===== src/rtl/integrator_arbiter.sv =====
// integrator_arbiter: NCH signed saturating accumulators behind one shared adder.
// Channels compete for the adder through a round-robin arbiter. Defining
// INTEGRATOR_ARB_PRIO_EN switches to fixed priority, where the lowest index wins
// and there is no rotating pointer.
// Each accepted sample produces one registered result one cycle later.
module integrator_arbiter #(
  parameter int unsigned NCH = 4,
  parameter int unsigned W   = 10
) (
  input  logic                     system1000,
  input  logic                     system1000_rstn,
  input  logic [NCH-1:0]           req_valid,
  output logic [NCH-1:0]           req_ready,
  input  logic [NCH*W-1:0]         req_data,
  input  logic [NCH-1:0]           clr,
  output logic                     res_valid,
  output logic [$clog2(NCH)-1:0]   res_ch,
  output logic signed [W-1:0]      res_data
);

  localparam int unsigned CW = $clog2(NCH);
  localparam logic signed [W-1:0] ACC_MAX = {1'b0, {(W-1){1'b1}}};
  localparam logic signed [W-1:0] ACC_MIN = {1'b1, {(W-1){1'b0}}};

  logic signed [W-1:0] r_acc [NCH];
  logic [CW-1:0]       w_idx;
  logic [CW-1:0]       w_gidx;
  logic                w_xfer;
  logic signed [W-1:0] w_gdata;
  logic signed [W-1:0] w_base;
  logic signed [W:0]   w_sum;
  logic signed [W-1:0] w_sat;

`ifndef INTEGRATOR_ARB_PRIO_EN
  logic [CW-1:0] r_ptr;
`endif

  // Grant selection: first valid channel scanning upward from the start point.
  always_comb begin
    w_idx     = '0;
    w_gidx    = '0;
    w_xfer    = 1'b0;
    req_ready = '0;
    for (int k = 0; k < NCH; k++) begin
`ifdef INTEGRATOR_ARB_PRIO_EN
      w_idx = CW'(k);
`else
      w_idx = r_ptr + CW'(k);
`endif
      if (!w_xfer && req_valid[w_idx]) begin
        w_xfer = 1'b1;
        w_gidx = w_idx;
      end
    end
    // No grant may be visible while reset is held.
    if (!system1000_rstn) begin
      w_xfer = 1'b0;
    end
    if (w_xfer) begin
      req_ready[w_gidx] = 1'b1;
    end
  end

  // Shared adder: clear-then-add when clr coincides, W+1 bit sum clipped to W bits.
  always_comb begin
    w_gdata = '0;
    for (int i = 0; i < NCH; i++) begin
      if (w_gidx == CW'(i)) begin
        w_gdata = req_data[i*W +: W];
      end
    end
    w_base = clr[w_gidx] ? '0 : r_acc[w_gidx];
    w_sum  = {w_base[W-1], w_base} + {w_gdata[W-1], w_gdata};
    case (w_sum[W:W-1])
      2'b01:   w_sat = ACC_MAX;
      2'b10:   w_sat = ACC_MIN;
      default: w_sat = w_sum[W-1:0];
    endcase
  end

  // Accumulator bank: granted channel takes the sum, other channels honour clr.
  always_ff @(posedge system1000 or negedge system1000_rstn) begin
    if (!system1000_rstn) begin
      for (int i = 0; i < NCH; i++) begin
        r_acc[i] <= '0;
      end
    end else begin
      for (int i = 0; i < NCH; i++) begin
        if (w_xfer && (w_gidx == CW'(i))) begin
          r_acc[i] <= w_sat;
        end else if (clr[i]) begin
          r_acc[i] <= '0;
        end
      end
    end
  end

  // Result port: strobe every transfer, hold channel/data between strobes.
  always_ff @(posedge system1000 or negedge system1000_rstn) begin
    if (!system1000_rstn) begin
      res_valid <= 1'b0;
      res_ch    <= '0;
      res_data  <= '0;
    end else begin
      res_valid <= w_xfer;
      if (w_xfer) begin
        res_ch   <= w_gidx;
        res_data <= w_sat;
      end
    end
  end

`ifndef INTEGRATOR_ARB_PRIO_EN
  // Round-robin pointer: moves past the winner, holds when nothing is accepted.
  always_ff @(posedge system1000 or negedge system1000_rstn) begin
    if (!system1000_rstn) begin
      r_ptr <= '0;
    end else if (w_xfer) begin
      r_ptr <= w_gidx + CW'(1);
    end
  end
`endif

endmodule

===== config.mk =====
export PLATFORM = sky130hd
export DESIGN_NAME = integrator_arbiter
export DESIGN_NICKNAME = d
export VERILOG_FILES = /design/src/rtl/integrator_arbiter.sv
export SDC_FILE = /design/constraint.sdc
export NUM_CORES = 1
export LEC_CHECK = 0
export CAP_MARGIN = 10
export CELL_PAD_IN_SITES_DETAIL_PLACEMENT = 1
export CELL_PAD_IN_SITES_GLOBAL_PLACEMENT = 2
export CORE_ASPECT_RATIO = 0.5
export CORE_MARGIN = 4
export CORE_UTILIZATION = 32
export DETAILED_ROUTE_END_ITERATION = 10
export PLACE_DENSITY_LB_ADDON = 0.12
export SLEW_MARGIN = 0
export SYNTH_ARGS = -nofsm -noshare
export SYNTH_HDL_FRONTEND = slang
export SYNTH_SLANG_ARGS = --single-unit

===== constraint.sdc =====
create_clock -name system1000 -period 6.4 [get_ports system1000]
set_input_delay 1.92 -clock system1000 [delete_from_list [all_inputs] [get_ports system1000]]
set_output_delay 1.92 -clock system1000 [all_outputs]
set_load 0.02 [all_outputs]

### Word level (Yosys, flattened, before mapping)

Index checks and enable logic that the tools add are counted.

* divide/modulo/power cells: 0
* multiply operators: 0
* equal/unequal tests: 5
* $add $sub $neg: 5
* bitwise gates (word level): 1
* mux-type cells: 39
* shift-type cells: 0
* reduce and logical (&&, ||, !) cells: 16
* $lt $le $gt $ge: 7

Operators with widths (number)
* two-way mux 10 bit: 15
* binary-select mux 10 bit (select 2 bit): 1
* one-hot mux 10 bit (2 select lines): 1
* less-than comparator 2 x 3 -> 1 bit (second input constant): 5
* adder 10 x 10 -> 11 bit: 1
* two-way mux 1 bit: 11
* binary-select mux 1 bit (select 2 bit): 5
* logical AND 1 bit: 8
* two-way mux 2 bit: 4
* nonzero test 2 bit: 4
* == test 2 bit (second input constant): 3
* adder 2 x 1 -> 2 bit (second input constant): 2
* adder 2 bit (second input constant): 2
* == test 2 x 1 -> 1 bit (second input constant): 2
* two-way mux 4 bit: 1
* greater-or-equal comparator 3 bit (second input constant): 1
* logical NOT 1 bit: 3
* NOT 2 -> 3 bit: 1
* demux 1 bit (select 2 bit): 1
* greater-or-equal comparator 2 x 1 -> 1 bit (second input constant): 1
* logical NOT 2 bit: 1

* latch bits: 0
* input bits: 50
* output and inout bits: 17
* bits in writable memories: 0
* memory bits (read-only): 0
* register bits after elaboration: 55
* memories kept: 0

### Longest topological paths before layout

* depth in word-level cells: 21
* mapped depth: 28
* depth with buffers taken out: 25

### Least setup slack after synthesis

Ideal clock, no wire load.

* path kind: input-to-reg
* from: in req_valid[2]
* to: reg r_acc[25] in the netlist's numbering
* stages: 25
* setup time: 0.126 ns
* data required time: 6.274 ns
* data arrival time: 6.475 ns
* slack: -0.202 ns
* path through: mux2i_1 > nor2_1 > nor3_4 > buf_2 > inv_1 > ha_1 > nor2b_1 > clkbuf_1 > a22oi_1 > nor2_1 > a21oi_1 > o21ai_0 > ha_1 > clkbuf_1 > and4_1 > a211oi_1 > o21ai_1 > a21o_1 > a21o_1 > xnor2_1 > ha_1 > clkbuf_1 > clkbuf_1 > nor2_1 > a221o_1

* longest elaborated chain between the ends: 21

RTL lines
* start: declaration: line 12 `input logic [NCH-1:0] req_valid,`
* binary-select mux 1 bit (select 2 bit): line 50 `if (!w_xfer && req_valid[w_idx]) begin`
* two-way mux 1 bit (not written as such): line 50
* two-way mux 1 bit: line 50
* logical NOT 1 bit: line 50
* logical AND 1 bit: line 50
* two-way mux 1 bit: line 50
* logical NOT 1 bit: line 50
* logical AND 1 bit: line 50
* [4 not listed]
* via w_gidx[0]: line 27 `logic [CW-1:0] w_gidx;`
* NOT 2 -> 3 bit (not written as such) or logical NOT 2 bit (tied branches): line 72, 68
* binary-select mux 10 bit (select 2 bit) or two-way mux 10 bit (tied branches): line 72, 68
* two-way mux 10 bit (on tied branches) (3 in series): line 72, 68
* adder 10 x 10 -> 11 bit: line 73 `w_sum = {w_base[W-1], w_base} + {w_gdata[W-1], w_gdata};`
* == test 2 bit or == test 2 x 1 -> 1 bit (tied branches): line 74 `case (w_sum[W:W-1])`
* one-hot mux 10 bit (2 select lines): line 74
* two-way mux 10 bit: line 89 `if (w_xfer && (w_gidx == CW'(i))) begin`
* end signal: indexed assignment: line 90 `r_acc[i] <= w_sat;`
* end: declaration: line 25 `logic signed [W-1:0] r_acc [NCH];`

Mark *: on every way through the listed nets, which the timed path passes. The rest lies on a longest branch. The select of a mux whose other input is x is not followed.
A chain may end at the register's enable or synchronous reset.

### Worst setup path in the final report

* from: in req_valid[2]
* to: reg r_acc[10] in the netlist's numbering

* longest elaborated chain between the ends: 21

RTL lines (line)
* binary-select mux 1 bit (select 2 bit): 50
* two-way mux 1 bit (not written as such): 50
* two-way mux 1 bit: 50
* logical NOT 1 bit: 50
* logical AND 1 bit: 50
* two-way mux 1 bit: 50
* logical NOT 1 bit: 50
* logical AND 1 bit: 50
* [3 not listed]
* two-way mux 2 bit: 50
* NOT 2 -> 3 bit (not written as such) or logical NOT 2 bit (tied branches): 72, 68
* binary-select mux 10 bit (select 2 bit) or two-way mux 10 bit (tied branches): 72, 68
* two-way mux 10 bit (on tied branches) (3 in series): 72, 68
* adder 10 x 10 -> 11 bit: 73
* == test 2 bit or == test 2 x 1 -> 1 bit (tied branches): 74
* one-hot mux 10 bit (2 select lines): 74
* two-way mux 10 bit: 89

Parallel ways exist; a longest one is shown, timed or not. The select of a mux whose other input is x is not followed.

==> impl_metrics.json <==
{
  "num_io_pins": 67,
  "finalWirelength_um": 13600,
  "postRouteAntennaNets": 0,
  "diodes": 0,
  "synth_cell_type_count": 41,
  "max_stage_delay_ns": 0.41,
  "synth-edff-count": 0,
  "min_path_cells": 2,
  "r2r-end": "r_acc[10]",
  "cts_tree": "built",
  "mappedNetlistNets": 457,
  "ir_worst_vdd_v": 0.000206,
  "fin_skew_ns": 0.00521,
  "clock_path_buffers": 2,
  "layout_commonest_cell": "buf_4",
  "io_buffers": 66,
  "layout_common_cells": "buf_4 (70), clkdlybuf4s50_1 (61), dfrtp_1 (55)",
  "min_from": "res_data[5]",
  "power.switching_fraction": 0.450,
  "tns_ns": 0,
  "leakagePower_nw": 2.43,
  "gp_congestion": 0.877,
  "wl_met1_um": 6330,
  "outcome": "finished clean",
  "yosysSeqAreaShare": 0.395,
  "cts_made_buffers": 5,
  "synth_top_area_cell": "dfrtp_1",
  "die_area_um2": 12700,
  "vias_per_cell": 5.47,
  "async_flop_share": 1.00,
  "p_sw_mw": 1.19,
  "drive_gt1_frac": 0.222,
  "grt_pass1_wl_um": 21100,
  "num_vias": 3598,
  "worstPathArrival_ns": 6.40,
  "netlist_area_um2": 3490,
  "max-cap-violations": 0,
  "worst_slew_pin_slew_ns": 0.740,
  "hpwl_um": 10100,
  "clkPwrFrac": 0.115,
  "hold_viol_final": 0,
  "yosys_warnings": 0,
  "cp_max_fo": 13,
  "synth_top_area_frac": 0.395,
  "combPwrFrac": 0.671,
  "dr_wl_met3_um": 1040,
  "antenna_found_initial": 0,
  "grt_pass1_vias": 3797,
  "min_period_over_period": 0.972,
  "r2r_slack_ns": 1.48,
  "avgSynthCellArea_um2": 8.97,
  "route.met2.wl_um": 5960,
  "slew_headroom": 0.506,
  "critPathKind": "in2reg",
  "firstDrtPassIters": 4,
  "max_freq_mhz": 161,
  "worst_path_most_repeated_cell": "buf_4",
  "core_um2": 10400,
  "top_layer": "met4",
  "worst_path_max_delay_cell": "fa_1",
  "yosys_most_used_dff": "dfrtp_1",
  "clk-insertion-delay-late_ns": 0.31,
  "wl_per_cell_um": 20.7,
  "crit_chain": "clkdlybuf4s15_1, nand2b_1, a21oi_2, nor3_4, buf_4, buf_12, mux2i_2, mux2_4, and3_4, ha_2, inv_1, fa_1, nand2b_1, a21oi_2, o2111ai_2, nand2_1, nand2_1, a22o_1, ha_4, clkbuf_2, buf_4, mux2i_2, buf_4, o21ai_0",
  "power.density_nw_per_um2": 514,
  "dp.cells": 640,
  "initial_utilization": 0.335,
  "min_delay_worst_endpoint": "res_data[5]",
  "layout_min_cycle_time_ns": 6.22,
  "required_ns": 6.58,
  "areaGrowthSynthToFinish_pct": 47.1,
  "drt_iter0_drc": 203,
  "whs_ns": 0.494,
  "syn_inst": 389,
  "clockRootBuffer": "clkbuf_16",
  "grt-ovfl-total": 0,
  "die_w_um": 156,
  "num_rows": 26,
  "maxSlewViolCount": 0,
  "setup_viol": 0,
  "end_kind": "flip-flop",
  "ys_ff_latch": 55,
  "hold_class": "reg2reg",
  "die-height_um": 81.8,
  "clkSlewWorstSetupHoldPaths_ns": 0.08,
  "r2r_cells": 23,
  "seqPwrFrac": 0.214,
  "internal_power_mw": 1.45,
  "h-tree-depth": 2,
  "grt_max_degree": 56,
  "grt_usage": 0.218,
  "rr_startpoint": "r_ptr[1]",
  "start_kind": "input port",
  "fin_cells": 658,
  "drc": 0,
  "cts.sinks": 55,
  "synth_area_leaders": "dfrtp_1 (39%), mux2i_1 (7.7%), o21ai_0 (7.3%)",
  "fin_nets": 585,
  "hold_buffers": 0
}
-- per-layer routing --
| layer | up-vias | track usage |
|---|---|---|
| li1 | 1662 | - |
| met2 | 124 | 0.342 |
| met5 | - | 0 |
| met1 | 1786 | 0.297 |
| met3 | 26 | 0.0542 |
| met4 | 0 | 0.0716 |
-- critical path: cells and delay by family --
| kind | cells | cell delay (ns) |
|---|---|---|
| AND/OR/NAND/NOR | 6 | 1.06 |
| AO/OA/AOI/OAI | 5 | 0.76 |
| multiplexers | 3 | 0.66 |
| adder cells (fa/ha/maj) | 3 | 0.91 |
| buffers and inverters | 7 | 1.06 |
-- worst max-delay path by stage --
stage                       startpoint     endpoint  slack, ns  depth (start not counted)
after global placement    req_valid[1]  res_data[2]      -0.38                         22
after detailed placement  req_valid[0]  res_data[6]      -0.76                         24
after global routing      req_valid[2]    r_acc[10]      -0.03                         27
after floorplan           req_valid[0]    r_acc[25]      0.009                         25
after CTS                 req_valid[0]  res_data[2]       0.01                         26
final                     req_valid[2]    r_acc[10]       0.18                         24
-- flip-flops by register name, indices dropped and copies added (netlist names) --
signal	count
r_ptr	2
res_valid	1
res_ch	2
res_data	10
r_acc	40
-- cells in the mapped netlist, types with 4 or more instances --
| library cell | count |
|---|---|
| o21ai_0 | 51 |
| a21o_1 | 6 |
| a221o_1 | 12 |
| mux2i_1 | 27 |
| nand3b_1 | 29 |
| ha_1 | 17 |
| clkbuf_1 | 18 |
| nand2_1 | 52 |
| xor2_1 | 4 |
| inv_1 | 10 |
| a22oi_1 | 10 |
| dfrtp_1 | 55 |
| a21oi_1 | 19 |
| and3_1 | 9 |
| nor2_1 | 32 |
-- layout make-up --
class                      count  area, um^2
fill                        1203        5280
multi-input combinational    303        2130
sequential                    55        1380
timing repair buffer         141        1250
tap                          140         175
clock buffer                   6         139
inverter                      11        41.3
clock inverter                 2        20.0
-- power by group through the flow --
stage / Sequential (mW) / Clock [mW] / Combinational (mW)
final: 0.565 / 0.303 / 1.77
after global routing: 0.580 / 0.324 / 1.93
after CTS: 0.563 / 0.311 / 1.62
after detailed placement: 0.569 / 0 / 1.55
after global placement: 0.558 / 0 / 1.50
after floorplan: 0.580 / 0 / 0.754
-- repair_timing --
item,in CTS,in global routing
setup endpoints to repair,46,53
endpoints found under the hold margin,0,0
gates cloned,0,0
resized for setup,19,37
buffers inserted,1,9
pin swaps,2,9
-- through the flow --
step           worst slack [ns]  power [mW]  cell area, um^2   util
2_1_floorplan           0.00870        1.33             3490      -
3_3_place_gp             -0.381        2.05             4740  0.456
3_5_place_dp             -0.764        2.12             4740  0.456
4_1_cts                  0.0128        2.50             4980  0.478
5_1_grt                 -0.0327        2.83             5130  0.493
6_report                  0.181        2.64             5130  0.493
-- cell families (layout without fill, tap and decap cells) --
logic type / count (synthesis) / after routing / synth area share
XOR/XNOR: 6 / 6 / 0.0151
AND/OR/NAND/NOR: 138 / 138 / 0.202
adder cells (fa/ha/maj): 18 / 18 / 0.0667
AO/OA/AOI/OAI: 113 / 113 / 0.207
multiplexers: 28 / 28 / 0.0807
flip-flops: 55 / 55 / 0.395
buffers and inverters: 31 / 160 / 0.0341
Power figures use the tool's default switching activity.
